## config.mk

```make
export PLATFORM = sky130hd
export DESIGN_NAME = id_stage_ctrl
export DESIGN_NICKNAME = d
export VERILOG_FILES = /design/src/rtl/riscv_pkg.sv /design/src/rtl/id_imm_ext.sv /design/src/rtl/id_stage_ctrl.sv
export SDC_FILE = /design/constraint.sdc
export NUM_CORES = 1
export LEC_CHECK = 0
export ABC_AREA = 1
export ABC_CLOCK_PERIOD_IN_PS = 8600
export BUFFER_PORTS_ARGS = -buffer_cell sky130_fd_sc_hd__buf_2
export CORE_UTILIZATION = 54
export DETAILED_ROUTE_END_ITERATION = 10
export PLACE_DENSITY = 0.81
export SYNTH_ARGS = -nofsm -noshare
export SYNTH_HDL_FRONTEND = slang
export SYNTH_SLANG_ARGS = --single-unit
```

## constraint.sdc

```tcl
create_clock -name clk -period 8.6 [get_ports clk]
set_input_delay 0.86 -clock clk [delete_from_list [all_inputs] [get_ports clk]]
set_output_delay 0.86 -clock clk [all_outputs]
set_load 0.02 [all_outputs]
```

## src/rtl/riscv_pkg.sv

```systemverilog
// Shared RV32I decode constants, ID-stage FSM states and register-use helpers.
package riscv_pkg;

    localparam logic [6:0] OP_LOAD   = 7'b0000011;
    localparam logic [6:0] OP_IMM    = 7'b0010011;
    localparam logic [6:0] OP_STORE  = 7'b0100011;
    localparam logic [6:0] OP_BRANCH = 7'b1100011;
    localparam logic [6:0] OP_OP     = 7'b0110011;
    localparam logic [6:0] OP_JAL    = 7'b1101111;
    localparam logic [6:0] OP_JALR   = 7'b1100111;
    localparam logic [6:0] OP_LUI    = 7'b0110111;
    localparam logic [6:0] OP_AUIPC  = 7'b0010111;

    localparam logic [31:0] NOP_INST = 32'h0000_0013;

    typedef enum logic [1:0] {RUN = 2'd0, STALL = 2'd1, FLUSH = 2'd2} id_state_t;

    // Opcodes that read rs1
    function automatic logic uses_rs1(input logic [6:0] op);
        case (op)
            OP_LOAD, OP_IMM, OP_JALR, OP_STORE, OP_BRANCH, OP_OP: return 1'b1;
            default:                                              return 1'b0;
        endcase
    endfunction

    // Opcodes that read rs2
    function automatic logic uses_rs2(input logic [6:0] op);
        case (op)
            OP_STORE, OP_BRANCH, OP_OP: return 1'b1;
            default:                    return 1'b0;
        endcase
    endfunction

endpackage

```

## src/rtl/id_imm_ext.sv

```systemverilog
// Combinational immediate extraction for all RV32I formats; sign bit is always inst[31].
module id_imm_ext
    import riscv_pkg::*;
#(
    parameter int XLEN = 32
) (
    input  logic [31:0]     inst_i,
    output logic [XLEN-1:0] imm_o
);

    // Select the immediate layout by opcode; unknown opcodes yield zero
    always_comb begin
        imm_o = '0;
        case (inst_i[6:0])
            OP_LOAD, OP_IMM, OP_JALR:
                imm_o = {{(XLEN-12){inst_i[31]}}, inst_i[31:20]};
            OP_STORE:
                imm_o = {{(XLEN-12){inst_i[31]}}, inst_i[31:25], inst_i[11:7]};
            OP_BRANCH:
                imm_o = {{(XLEN-13){inst_i[31]}}, inst_i[31], inst_i[7],
                         inst_i[30:25], inst_i[11:8], 1'b0};
            OP_JAL:
                imm_o = {{(XLEN-21){inst_i[31]}}, inst_i[31], inst_i[19:12],
                         inst_i[20], inst_i[30:21], 1'b0};
            OP_LUI, OP_AUIPC:
                imm_o = {{(XLEN-31){inst_i[31]}}, inst_i[30:12], 12'b0};
            default:
                imm_o = '0;
        endcase
    end

endmodule

```

## src/rtl/id_stage_ctrl.sv

```systemverilog
// Decode-stage sequencer: IF/ID and ID/EX registers, load-use bubbles,
// branch flushes, memory freeze and saturating stall/flush counters.
module id_stage_ctrl
    import riscv_pkg::*;
#(
    parameter int XLEN  = 32,
    parameter int CNT_W = 16
) (
    input  logic             clk,
    input  logic             reset,
    input  logic             if_valid,
    input  logic [31:0]      if_inst,
    input  logic [XLEN-1:0]  if_pc,
    input  logic             mem_busy,
    input  logic             ex_branch_taken,
    output logic             pc_write,
    output logic             idex_valid,
    output logic [31:0]      idex_inst,
    output logic [XLEN-1:0]  idex_pc,
    output logic [XLEN-1:0]  idex_imm,
    output logic [CNT_W-1:0] stall_cnt,
    output logic [CNT_W-1:0] flush_cnt,
    output logic [1:0]       state
);

    id_state_t        state_q;
    logic             ifid_valid_q;
    logic [31:0]      ifid_inst_q;
    logic [XLEN-1:0]  ifid_pc_q;
    logic             idex_valid_q;
    logic [31:0]      idex_inst_q;
    logic [XLEN-1:0]  idex_pc_q;
    logic [XLEN-1:0]  idex_imm_q;
    logic [CNT_W-1:0] stall_cnt_q, stall_cnt_d;
    logic [CNT_W-1:0] flush_cnt_q, flush_cnt_d;
    logic [XLEN-1:0]  ifid_imm;
    logic             hz;

    id_imm_ext #(.XLEN(XLEN)) u_imm (
        .inst_i (ifid_inst_q),
        .imm_o  (ifid_imm)
    );

    // Load-use hazard: the instruction in ID reads the register a load in EX is writing
    always_comb begin
        hz = ifid_valid_q && idex_valid_q && (idex_inst_q[6:0] == OP_LOAD)
             && (idex_inst_q[11:7] != 5'd0)
             && ((uses_rs1(ifid_inst_q[6:0]) && (ifid_inst_q[19:15] == idex_inst_q[11:7]))
              || (uses_rs2(ifid_inst_q[6:0]) && (ifid_inst_q[24:20] == idex_inst_q[11:7])));
    end

    // Saturating increments: counters stick at all-ones
    always_comb begin
        stall_cnt_d = (&stall_cnt_q) ? stall_cnt_q : stall_cnt_q + CNT_W'(1);
        flush_cnt_d = (&flush_cnt_q) ? flush_cnt_q : flush_cnt_q + CNT_W'(1);
    end

    // A pending taken branch overrides the hazard hold, since IF/ID is being discarded anyway
    assign pc_write = !mem_busy && !((state_q == RUN) && hz && !ex_branch_taken);

    // Sequencer: freeze > branch flush > load-use bubble > FLUSH bubble > normal advance
    always_ff @(posedge clk or posedge reset) begin
        if (reset) begin
            state_q      <= RUN;
            ifid_valid_q <= 1'b0;
            ifid_inst_q  <= NOP_INST;
            ifid_pc_q    <= '0;
            idex_valid_q <= 1'b0;
            idex_inst_q  <= NOP_INST;
            idex_pc_q    <= '0;
            idex_imm_q   <= '0;
            stall_cnt_q  <= '0;
            flush_cnt_q  <= '0;
        end else if (!mem_busy) begin
            if (ex_branch_taken) begin
                ifid_valid_q <= 1'b0;
                idex_valid_q <= 1'b0;
                idex_inst_q  <= NOP_INST;
                idex_pc_q    <= '0;
                idex_imm_q   <= '0;
                flush_cnt_q  <= flush_cnt_d;
                state_q      <= FLUSH;
            end else if ((state_q == RUN) && hz) begin
                idex_valid_q <= 1'b0;
                idex_inst_q  <= NOP_INST;
                idex_pc_q    <= '0;
                idex_imm_q   <= '0;
                stall_cnt_q  <= stall_cnt_d;
                state_q      <= STALL;
            end else if (state_q == FLUSH) begin
                // Fetch still holds a wrong-path instruction: drop it
                ifid_valid_q <= 1'b0;
                idex_valid_q <= 1'b0;
                idex_inst_q  <= NOP_INST;
                idex_pc_q    <= '0;
                idex_imm_q   <= '0;
                state_q      <= RUN;
            end else begin
                idex_valid_q <= ifid_valid_q;
                idex_inst_q  <= ifid_inst_q;
                idex_pc_q    <= ifid_pc_q;
                idex_imm_q   <= ifid_imm;
                ifid_valid_q <= if_valid;
                if (if_valid) begin
                    ifid_inst_q <= if_inst;
                    ifid_pc_q   <= if_pc;
                end
                state_q      <= RUN;
            end
        end
    end

    assign idex_valid = idex_valid_q;
    assign idex_inst  = idex_inst_q;
    assign idex_pc    = idex_pc_q;
    assign idex_imm   = idex_imm_q;
    assign stall_cnt  = stall_cnt_q;
    assign flush_cnt  = flush_cnt_q;
    assign state      = state_q;

endmodule

```

# Yosys cells after proc, flatten, opt, wreduce, memory -nomap -nowiden

Index checks and enable logic that the tools add are counted.

Flip-flop bits (word level): 196
Input port bits: 69
Output and inout bits: 132
Word-level logic and storage cells: 77

$add $sub $neg: 2
Equal/unequal tests: 14
Muxes and demuxes: 20
Bitwise operators: 6
Reduce and logical (&&, ||, !) cells: 25

Operator list:

| operator                | count |
|---|---|
| $mux W32                | 9 |
| $pmux W32 S5            | 1 |
| $add A16 B1 Y16 const B | 2 |
| $reduce_and A16 Y1      | 2 |
| $eq A7 B6 Y1 const B    | 3 |
| $eq A7 B7 Y1 const B    | 3 |
| $eq A7 B2 Y1 const B    | 2 |
| $eq A7 B5 Y1 const B    | 2 |
| $eq A5 B5 Y1            | 2 |
| $logic_and A1 B1 Y1     | 9 |
| $mux W1                 | 9 |
| $not A1 Y1              | 6 |
| $reduce_or A3 Y1        | 2 |
| $reduce_or A6 Y1        | 1 |
| $reduce_and A5 Y1       | 1 |
| $reduce_bool A5 Y1      | 1 |
| $reduce_and A4 Y1       | 1 |
| $logic_not A1 Y1        | 3 |
| $reduce_and A3 Y1       | 1 |
| $eq A2 B2 Y1 const B    | 1 |
| $logic_not A2 Y1        | 1 |
| $mux W2                 | 1 |
| $ne A2 B2 Y1 const B    | 1 |
| $reduce_and A2 Y1       | 1 |
| other kinds (2)         | 2 |

# Logic depth before layout (Yosys ltp)

Gate-level depths: netlist of run 1.

Depth after elaboration: 10
Depth in mapped cells: 14
Depth with buffers taken out: 12

# Hierarchy

From an unflattened synthesis of run 1, not the netlist that was laid out.

Cell total of the unflattened synthesis: 1,161
Area, all modules: 9,178.8 µm²

Modules (own cells, without submodules):

| module        | times used | cells an instance | area each (µm²) | sequential area each (µm²) |
|---|---|---|---|---|
| id_stage_ctrl | 1          | 999               | 8,418.1         | 4,912.2 |
| id_imm_ext    | 1          | 162               | 760.7           | 0.0 |

# Least setup slack after synthesis of run 1

No wires, ideal clock.

Kind: register -> output
Start point: reg ifid_inst_q[1]
End point: out pc_write
Arrival time: 1.557 ns
Data required time: 7.740 ns
Setup slack: 6.183 ns
Stages on the path, launching flop included: 11
Buffers on the path: 1
Path through: dfstp_2 nand2_1 nor3_1 nand2_1 nand3_1 nand2_2 nand2_2 nand2_4 buf_4 nand2_1 nand2_1

Word-level cells in the longest chain between the ends: 10
Elaborated cells between the ends (all ways): 18
Those cells by class: 6 x eq/ne; 2 x mux; 10 x reduce/logical

Ends and longest elaborated chain:

| element                                                     | RTL line                                 | RTL |
|---|---|---|
| start, declared                                             | id_stage_ctrl.sv:28                      | `logic [31:0] ifid_inst_q;` |
| start signal, assigned                                      | id_stage_ctrl.sv:105                     | `ifid_inst_q <= if_inst;` |
| $eq A7 B6 Y1 (tied with other cells)                        | riscv_pkg.sv:20, riscv_pkg.sv:28         |  |
| $reduce_or A6 Y1 / $reduce_or A3 Y1 (equally long branches) | riscv_pkg.sv:20, riscv_pkg.sv:28         |  |
| $mux W1 (on tied branches)                                  | riscv_pkg.sv:20, riscv_pkg.sv:28         |  |
| $logic_and A1 B1 Y1 (on tied branches)                      | id_stage_ctrl.sv:48, id_stage_ctrl.sv:49 |  |
| $logic_or A1 B1 Y1 (*)                                      | id_stage_ctrl.sv:49                      | `\|\| (uses_rs2(ifid_inst_q[6:0]) && (ifid_inst_q[24:20] == idex_inst_q[11:7])));` |
| $logic_and A1 B1 Y1 (*)                                     | id_stage_ctrl.sv:48                      | `&& ((uses_rs1(ifid_inst_q[6:0]) && (ifid_inst_q[19:15] == idex_inst_q[11:7]))` |
| $logic_and A1 B1 Y1 (*) (2 in series)                       | id_stage_ctrl.sv:59                      | `assign pc_write = !mem_busy && !((state_q == RUN) && hz && !ex_branch_taken);` |
| $logic_not A1 Y1 (*)                                        | id_stage_ctrl.sv:59                      |  |
| $logic_and A1 B1 Y1 (*)                                     | id_stage_ctrl.sv:59                      |  |
| end, declared                                               | id_stage_ctrl.sv:16                      | `output logic pc_write,` |

Every way passes the cells marked *; elsewhere a longest branch is shown, timed or not.

# Worst setup path in the final report of run 1

Same ends and word-level chain as after synthesis.

==> summary.txt, run 1 <==
Worst setup path
  – Critical path origin: ifid_inst_q[1]$_DFFE_PP1P_
  – Cell family with most CP delay: simple AND/OR/NAND/NOR gates
  – Slowest cell on the critical path: dfstp_2
  – Critical Path AT: 2.74 ns
  – Most common cell on crit path: nand2_1
  – Critical Path Sink: pc_write
  – Worst R2R Setup Slack: 5.07 ns
  – Crit path largest cell delay: 0.54 ns
  – Cells along the critical path: nand2_1 -> nor3_1 -> nand2_1 -> nand3_1 -> nand2_2 -> nand2_2 -> nand2_4 -> nand2_1 -> nand2_1 -> buf_2
  – Worst R2R Path Depth: 10
  – Crit end category: primary output
  – Startpoint types: flop
  – End of the worst register-to-register path: ifid_pc_q[2]$_DFFE_PP0P_
  – Critical path data required time: 7.74 ns
  – Critical R2R Launch: ifid_inst_q[1]$_DFFE_PP1P_
  – Critical Setup Path Class: reg2out
  – CP Max Fanout: between 80 and 90
  – CP Depth: 10
  – Buffers & Inverters on Critical Path: 1

Timing
  – Rel. slew slack: around two fifths
  – Worst Skew: 0.008366 ns
  – Final Cycle Share: 41.84%
  – Fmax: 277.9 MHz
  – Fin. max-slew vios: 0
  – Setup violators final: 0
  – Unrepaired setup endpoints after global routing: no
  – Final min period: 3.598 ns
  – Setup TNS: 0 ns
  – Hold Vio Cnt, Final: 0
  – Worst-Margin Slew: 0.9174 ns

Routing
  – WL final: 21.21 mm
  – DRT antenna net count: 0
  – DRC: 0
  – DR pass1 iterations: 5
  – Vias: about 7500
  – 1st-iter DRT viols: 628
  – Vias per Instance: 5.117
  – WL per Instance: ~14 microns

Die
  – Full die area: around 17000 sq um
  – Initial core utilization: 55.55%
  – Core Footprint: 15940 sq um
  – Row cnt: 46
  – Die Y: 130.1 microns
  – I/O pins: 201
  – Die width: 130.1 microns

Logic synthesis
  – Yosys top cell area share: 53.69%
  – Asr flop ratio synth: 100.0%
  – Seq/Total Area, Yosys: 55.47%
  – Synth Register Bits: 196
  – Avg Synthesized Cell Area: 8.315 sq um
  – Post-synth EDFFs: 0
  – Adder-Cell Fraction of Synth Area: less than 1%
  – Main area contributors after synthesis: dfrtp_1 54%, nand2_1 15%, inv_1 5.8%
  – Post-Synthesis Cells: between 1000 and 1500
  – Dominant cell type by area after synthesis: dfrtp_1
  – Post-Syn Area: 8856 sq um
  – Multiplexer share of the synthesized area: 0%
  – Compound-Gate Fraction of Synth Area: 8.025%
  – Syn. warnings: 0
  – Post-synthesis xor/xnor area fraction: 1.978%
  – Count of different cell masters after synthesis: 36
  – Net count after synthesis: 1136
  – Synth Flop Type: dfrtp_1
  – Simple-Gate Fraction of Synth Area: 25.22%
  – Largest family of logic cells by synthesized area: simple AND/OR/NAND/NOR gates

CTS
  – Root buffer cell: clkbuf_16
  – TritonCTS buffer count: 17
  – Htree depth: 4
  – CTS tree: done
  – # hold bufs at CTS: 0
  – Number of setup buffers added after CTS: 0
  – Clock latency on the worst-skew pair: 0.43 ns
  – CTS Sinks: 196
  – Worst-path clk slew: 0.06 ns
  – Cells resized by post-CTS repair: 0
  – Worst-case clock buffer depth: 2

Outcome
  – Status: complete, no violations

Power and ir drop
  – Overall power: 2308 uW
  – Static leakage: 0.005991 uW
  – Worst vdd ir: approximately 150 uV
  – PwrDens: 219.5 nW/um^2

Finish
  – Fraction of layout instances using a drive strength above 1: 20.54%
  – Area Overhead vs Synth: 18.71%
  – Final net count: 1314
  – Util after Layout: 65.94%

Global route
  – Grt ovf: 0
  – Vias in the first global route: 6953
  – Pin count of the biggest net entering global routing: 124
  – First-pass GRT wire length: 34.22 mm
  – Initial antenna violation count: 2
  – GR Util All Layers: about a quarter

Place
  – PortBufs: 200
  – Routability cong.: 0.8930
  – Post-DP HPWL: 14.52 mm

Flow run
  – Max-cap violations: 0

Worst hold path
  – Hold Crit Start: idex_imm[22]$_DFFE_PP0N_
  – Min-Delay Path Class: reg2reg
stage by stage:
| stage | cells | area [sq um] | worst slack [ns] | hold WS (ns) |
|---|---|---|---|---|
| 2_1_floorplan | 1065 | 8856 | 2.409 | 0.4538 |
| 3_3_place_gp | 1440 | 9886 | 5.109 | 0.4585 |
| 3_5_place_dp | 1440 | 9886 | 5.007 | 0.4595 |
| 4_1_cts | 1472 | 10510 | 4.965 | 0.4784 |
| 5_1_grt | 1473 | 10510 | 4.708 | 0.4894 |
| 6_report | 1473 | 10510 | 5.002 | 0.4756 |
synthesized netlist by cell type (2+ instances only):
| cell type | number |
|---|---|
| o21ai_1 | 65 |
| nand2_1 | 345 |
| a21oi_1 | 28 |
| dfrtp_1 | 190 |
| inv_1 | 136 |
| clkbuf_1 | 21 |
| nor2_2 | 3 |
| buf_2 | 7 |
| o21bai_1 | 4 |
| nand3_1 | 87 |
| xor2_1 | 12 |
| dfstp_2 | 6 |
| nand2_2 | 5 |
| nor2_1 | 55 |
| buf_6 | 9 |
| nor3_1 | 6 |
| o21ai_0 | 26 |
| nand4_1 | 22 |
| o22ai_1 | 7 |
| inv_2 | 2 |
| ha_1 | 2 |
| o21ai_2 | 2 |
| buf_4 | 5 |
| xnor2_1 | 8 |
sequential cells by signal, summed over array words and instances, names as in the netlist:
name          count
flush_cnt        16
idex_imm         32
idex_inst        32
idex_pc          32
idex_valid        1
ifid_inst_q      32
ifid_pc_q        32
ifid_valid_q      1
stall_cnt        16
state             2
layout make-up:
cell class,instances,area [sq um]
Sequential cell,196,4912
Fill cell,1354,5430
Timing Repair Buffer,204,1033
Inverter,138,525.5
Tap cell,216,270.3
Clock buffer,25,505.5
Multi-Input combinational cell,686,3144
Antenna cell,1,2.502
Clock inverter,7,118.9
cell families (layout without fill, tap and decap cells):
family	Yosys count	in the layout
xor gates and xnor gates	20	20
adders and majority gates	2	2
DFF	196	196
other	0	1
and+or+nand+nor	530	530
buffers and inverters	183	374
AOI/OAI and AO/OA	134	134
worst register-to-register path, delay by kind of cell, from the launching register on:
family | cells | cell delay [ns]
AOI/OAI and AO/OA | 1 | 0.20
buffers and inverters | 1 | 0.77
and+or+nand+nor | 8 | 1.85
DFF | 1 | 0.54
per-layer routing:
layer  up-vias  GRT usage [%]  wire length, microns
li1       3707              -                     -
met1      3487          36.14                  9365
met2       296          39.80                  9667
met3        46          6.273                  1615
met4         2          11.70                   553
met5         -              0                     8
worst min-delay path by stage:
stage | depth (start not counted) | to
after floorplan | 2 | ifid_pc_q[0]$_DFFE_PP0P_
after CTS | 2 | idex_pc[28]$_DFFE_PP0N_
final | 2 | idex_imm[22]$_DFFE_PP0N_
after global placement | 2 | idex_pc[31]$_DFFE_PP0N_
after detailed placement | 2 | idex_pc[19]$_DFFE_PP0N_
after global routing | 2 | idex_inst[23]$_DFFE_PP0N_
layout by cell type, fill, tap and decap left out, drive strengths merged, types with 3 or more instances in the layout:
cell type	count
a21oi	29
buf	204
bufinv	3
clkbuf	25
dfrtp	190
dfstp	6
inv	138
nand2	351
nand3	89
nand4	22
nor2	58
nor3	8
o21ai	93
o21bai	4
o22ai	7
xnor2	8
xor2	12
power by group:
part,leakage (uW),switching [uW],internal (uW)
logic,0.00313,216,119
registers,0.00257,98.5,1030
clock network,0.000300,342,497
total,0.00599,656,1650
Note: power is estimated with default switching activity, not from simulation.
==> run 2, diff against run 1 <==
ABC_AREA = 0   (was 1)
ABC_CLOCK_PERIOD_IN_PS = 3530   (was 8600)
CORE_UTILIZATION = 53   (was 54)
PLACE_DENSITY = 0.8   (was 0.81)
clock period = 3.53 ns   (was 8.6 ns; I/O delays follow)
==> summary.txt, run 2 <==
Finish
  – # diodes: 0 (-1)
  – Final net count: 883 (-33%)
  – Util after Layout: 65.28% (-0.66 points)
  – Area Overhead vs Synth: 20.59%
  – Most frequent cells in the layout: 199 x buf_2, 190 x dfrtp_1, 62 x a22o_1, 49 x mux2_4, 47 x nand2_1
  – Fraction of layout instances using a drive strength above 1: 38.55% (+18 points)
  – Commonest non-fill, non-tap cell in the layout: buf_2

Global route
  – GR Util All Layers: 24.81% (-1.5 points)
  – Initial antenna violation count: 0 (-2)
  – Grt ovf: 0 (unchanged)
  – Pin count of the biggest net entering global routing: 103 (-17%)
  – Vias in the first global route: 5622 (-19%)
  – First-pass GRT wire length: 30.53 mm (-11%)

Die
  – Full die area: 15970 sq um (-5.6%)
  – Initial core utilization: 54.13% (-1.4 points)
  – Core Footprint: 15150 sq um (-5.0%)
  – Die width: 126.4 microns (-2.8%)
  – I/O pins: 201 (unchanged)
  – Die Y: 126.4 microns (-2.8%)
  – Row cnt: 45 (-2.2%)

Routing
  – DR pass1 iterations: 5 (unchanged)
  – WL per Instance: 18.70 microns (+30%)
  – WL final: 18.94 mm (-11%)
  – Vias: 5800 (-23%)
  – DRC: 0 (unchanged)
  – Vias per Instance: 5.726 (+12%)
  – 1st-iter DRT viols: 388 (-38%)
  – DRT antenna net count: 0 (unchanged)

Timing
  – Final min period: 2.778 ns
  – Hold Vio Cnt, Final: 0 (unchanged)
  – Fmax: 360.0 MHz
  – Setup TNS: 0 ns (unchanged)
  – Unrepaired setup endpoints after global routing: no
  – Final Cycle Share: 78.68%
  – Worst Skew: 0.007735 ns (-0.0006312 ns)
  – Setup violators final: 0 (unchanged)
  – Fin. max-slew vios: 0 (unchanged)
  – Final worst slack: 0.7525 ns (-4.249 ns)
  – Worst-Margin Slew: 1.118 ns (+0.2010 ns)
  – Rel. slew slack: 25.44% (-13 points)

Worst setup path
  – Critical Path AT: 3.09 ns (+0.35 ns)
  – Cells along the critical path: or4_1 -> nor2_1 -> nor4_4 -> a21boi_4 -> and2_4 -> buf_12 -> mux2_4
  – Startpoint types: flop
  – Slowest cell on the critical path: or4_1
  – Crit end category: flop
  – Critical path data required time: 3.84 ns (-3.90 ns)
  – Cell family with most CP delay: simple AND/OR/NAND/NOR gates
  – CP Max Fanout: 38 (-57%)
  – Worst R2R Path Depth: 7 (-3)
  – Worst R2R Setup Slack: 0.75 ns (-4.32 ns)
  – Buffers & Inverters on Critical Path: 1 (unchanged)
  – Crit path largest cell delay: 0.54 ns (about the same)
  – CP Depth: 7 (-3)
  – Critical Setup Path Class: reg2reg

Logic synthesis
  – Synth top cells by count: 190 x dfrtp_1, 62 x a22o_1, 49 x mux2_4, 47 x nand2_1, 26 x a21oi_1
  – Most common cell in the synthesized netlist: dfrtp_1
  – Post-Syn Area: 8199 sq um (-7.4%)
  – Syn. warnings: 0 (unchanged)
  – Yosys top cell area share: 57.99% (+4.3 points)
  – Post-Synthesis Cells: 625 (-41%)
  – Seq/Total Area, Yosys: 59.91% (+4.4 points)
  – Synth Register Bits: 196 (unchanged)
  – Avg Synthesized Cell Area: 13.12 sq um (+58%)
  – Main area contributors after synthesis: dfrtp_1 58%, mux2_4 9.0%, a22o_1 6.6%
  – Post-synth EDFFs: 0 (unchanged)
  – Net count after synthesis: 696 (-39%)
  – Asr flop ratio synth: 100.0% (unchanged)
  – Dominant cell type by area after synthesis: dfrtp_1
  – Synth Flop Type: dfrtp_1
  – Count of different cell masters after synthesis: 56 (+56%)

Power and ir drop
  – PwrDens: 586.7 nW/um^2 (+170%)
  – Overall power: 5801 uW (+150%)
  – Static leakage: 0.004996 uW (-17%)
  – Worst vdd ir: 344.6 uV (+140%)

Place
  – Post-Place Worst Slack: 0.7621 ns (-4.245 ns)
  – PortBufs: 200 (unchanged)
  – Post-DP HPWL: 12.69 mm (-13%)
  – Routability cong.: 0.8154 (-8.7%)

CTS
  – Clock latency on the worst-skew pair: 0.43 ns (about the same)
  – # hold bufs at CTS: 0 (unchanged)
  – CTS tree: done
  – Root buffer cell: clkbuf_16
  – Cells resized by post-CTS repair: 0 (unchanged)
  – Number of setup buffers added after CTS: 0 (unchanged)
  – CTS Sinks: 196 (unchanged)
  – Worst-path clk slew: 0.07 ns (about the same)
  – Worst-case clock buffer depth: 2 (unchanged)
  – Htree depth: 4 (unchanged)
  – TritonCTS buffer count: 17 (unchanged)

Outcome
  – Status: complete, no violations

Worst hold path
  – Hold path depth: 2 (unchanged)
  – Min-Delay Path Class: in2reg

Flow run
  – Max-cap violations: 0 (unchanged)
## run 2: kinds of logic (layout without fill, tap and decap cells)
kind of cell    Yosys count  count (layout)  synth area share, %
mux                      67              67                11.43
xor+xnor                 39              39                4.166
compound gates          142             142                12.85
flops                   196             196                59.91
buf+inv                  45             245                2.961
fa+ha+maj                 2               2               0.3052
simple gates            134             134                8.378
## run 2: layout make-up
cell class                      instances  area [sq um]
Clock buffer                           20         456.7
Tap cell                              188         235.2
Timing Repair Buffer                  206          1086
Inverter                                7         30.03
Sequential cell                       196          4912
Fill cell                            1167          5259
Multi-Input combinational cell        384          3044
Clock inverter                         12         122.6
## run 2: worst reg2reg max path, cell delays in order, from the launching register on
cell,delay [ns]
dfrtp_1,0.44
or4_1,0.54
nor2_1,0.22
nor4_4,0.11
a21boi_4,0.14
and2_4,0.49
buf_12,0.37
mux2_4,0.36
## run 2: per-stage QoR
step	hold WS [ns]	area, sq um	std cells
after floorplan	0.4480	8203	625
after global placement	0.4562	9308	981
after detailed placement	0.4665	9308	981
after CTS	0.1322	9887	1013
after global routing	0.1315	9887	1013
final	0.1516	9887	1013
## run 2: where the power goes
| part | leakage, uW | total, uW | internal, uW | switching (uW) |
|---|---|---|---|---|
| Combinational | 0.00217 | 1030 | 512 | 516 |
| Sequential | 0.00255 | 2890 | 2570 | 324 |
| Clock | 0.000280 | 1880 | 1030 | 854 |
| Total | 0.00500 | 5800 | 4110 | 1690 |
## run 2: path summary, 6_finish.rpt
path / startpoint / endpoint
hold reg to reg: idex_inst[0]$_DFFE_PP1N_ / idex_inst[0]$_DFFE_PP1N_
max in group asynchronous: reset / stall_cnt[8]$_DFFE_PP0P_
setup reg to reg: idex_inst[8]$_DFFE_PP0N_ / ifid_pc_q[7]$_DFFE_PP0P_
setup / recovery: idex_inst[8]$_DFFE_PP0N_ / ifid_pc_q[7]$_DFFE_PP0P_
hold / removal: ex_branch_taken / state[0]$_DFFE_PP0N_
min in group asynchronous: reset / idex_inst[25]$_DFFE_PP0N_
## run 2: layer usage
| metal | track usage [%] | vias to the layer above | share of wire (%) | wire length (microns) |
|---|---|---|---|---|
| li1 | - | 2642 | - | - |
| met1 | 34.45 | 2927 | 45 | 8500 |
| met2 | 38.90 | 204 | 47 | 8947 |
| met3 | 5.019 | 27 | 5.9 | 1109 |
| met4 | 9.213 | 0 | 2.0 | 384 |
| met5 | 0 | - | 0 | 0 |
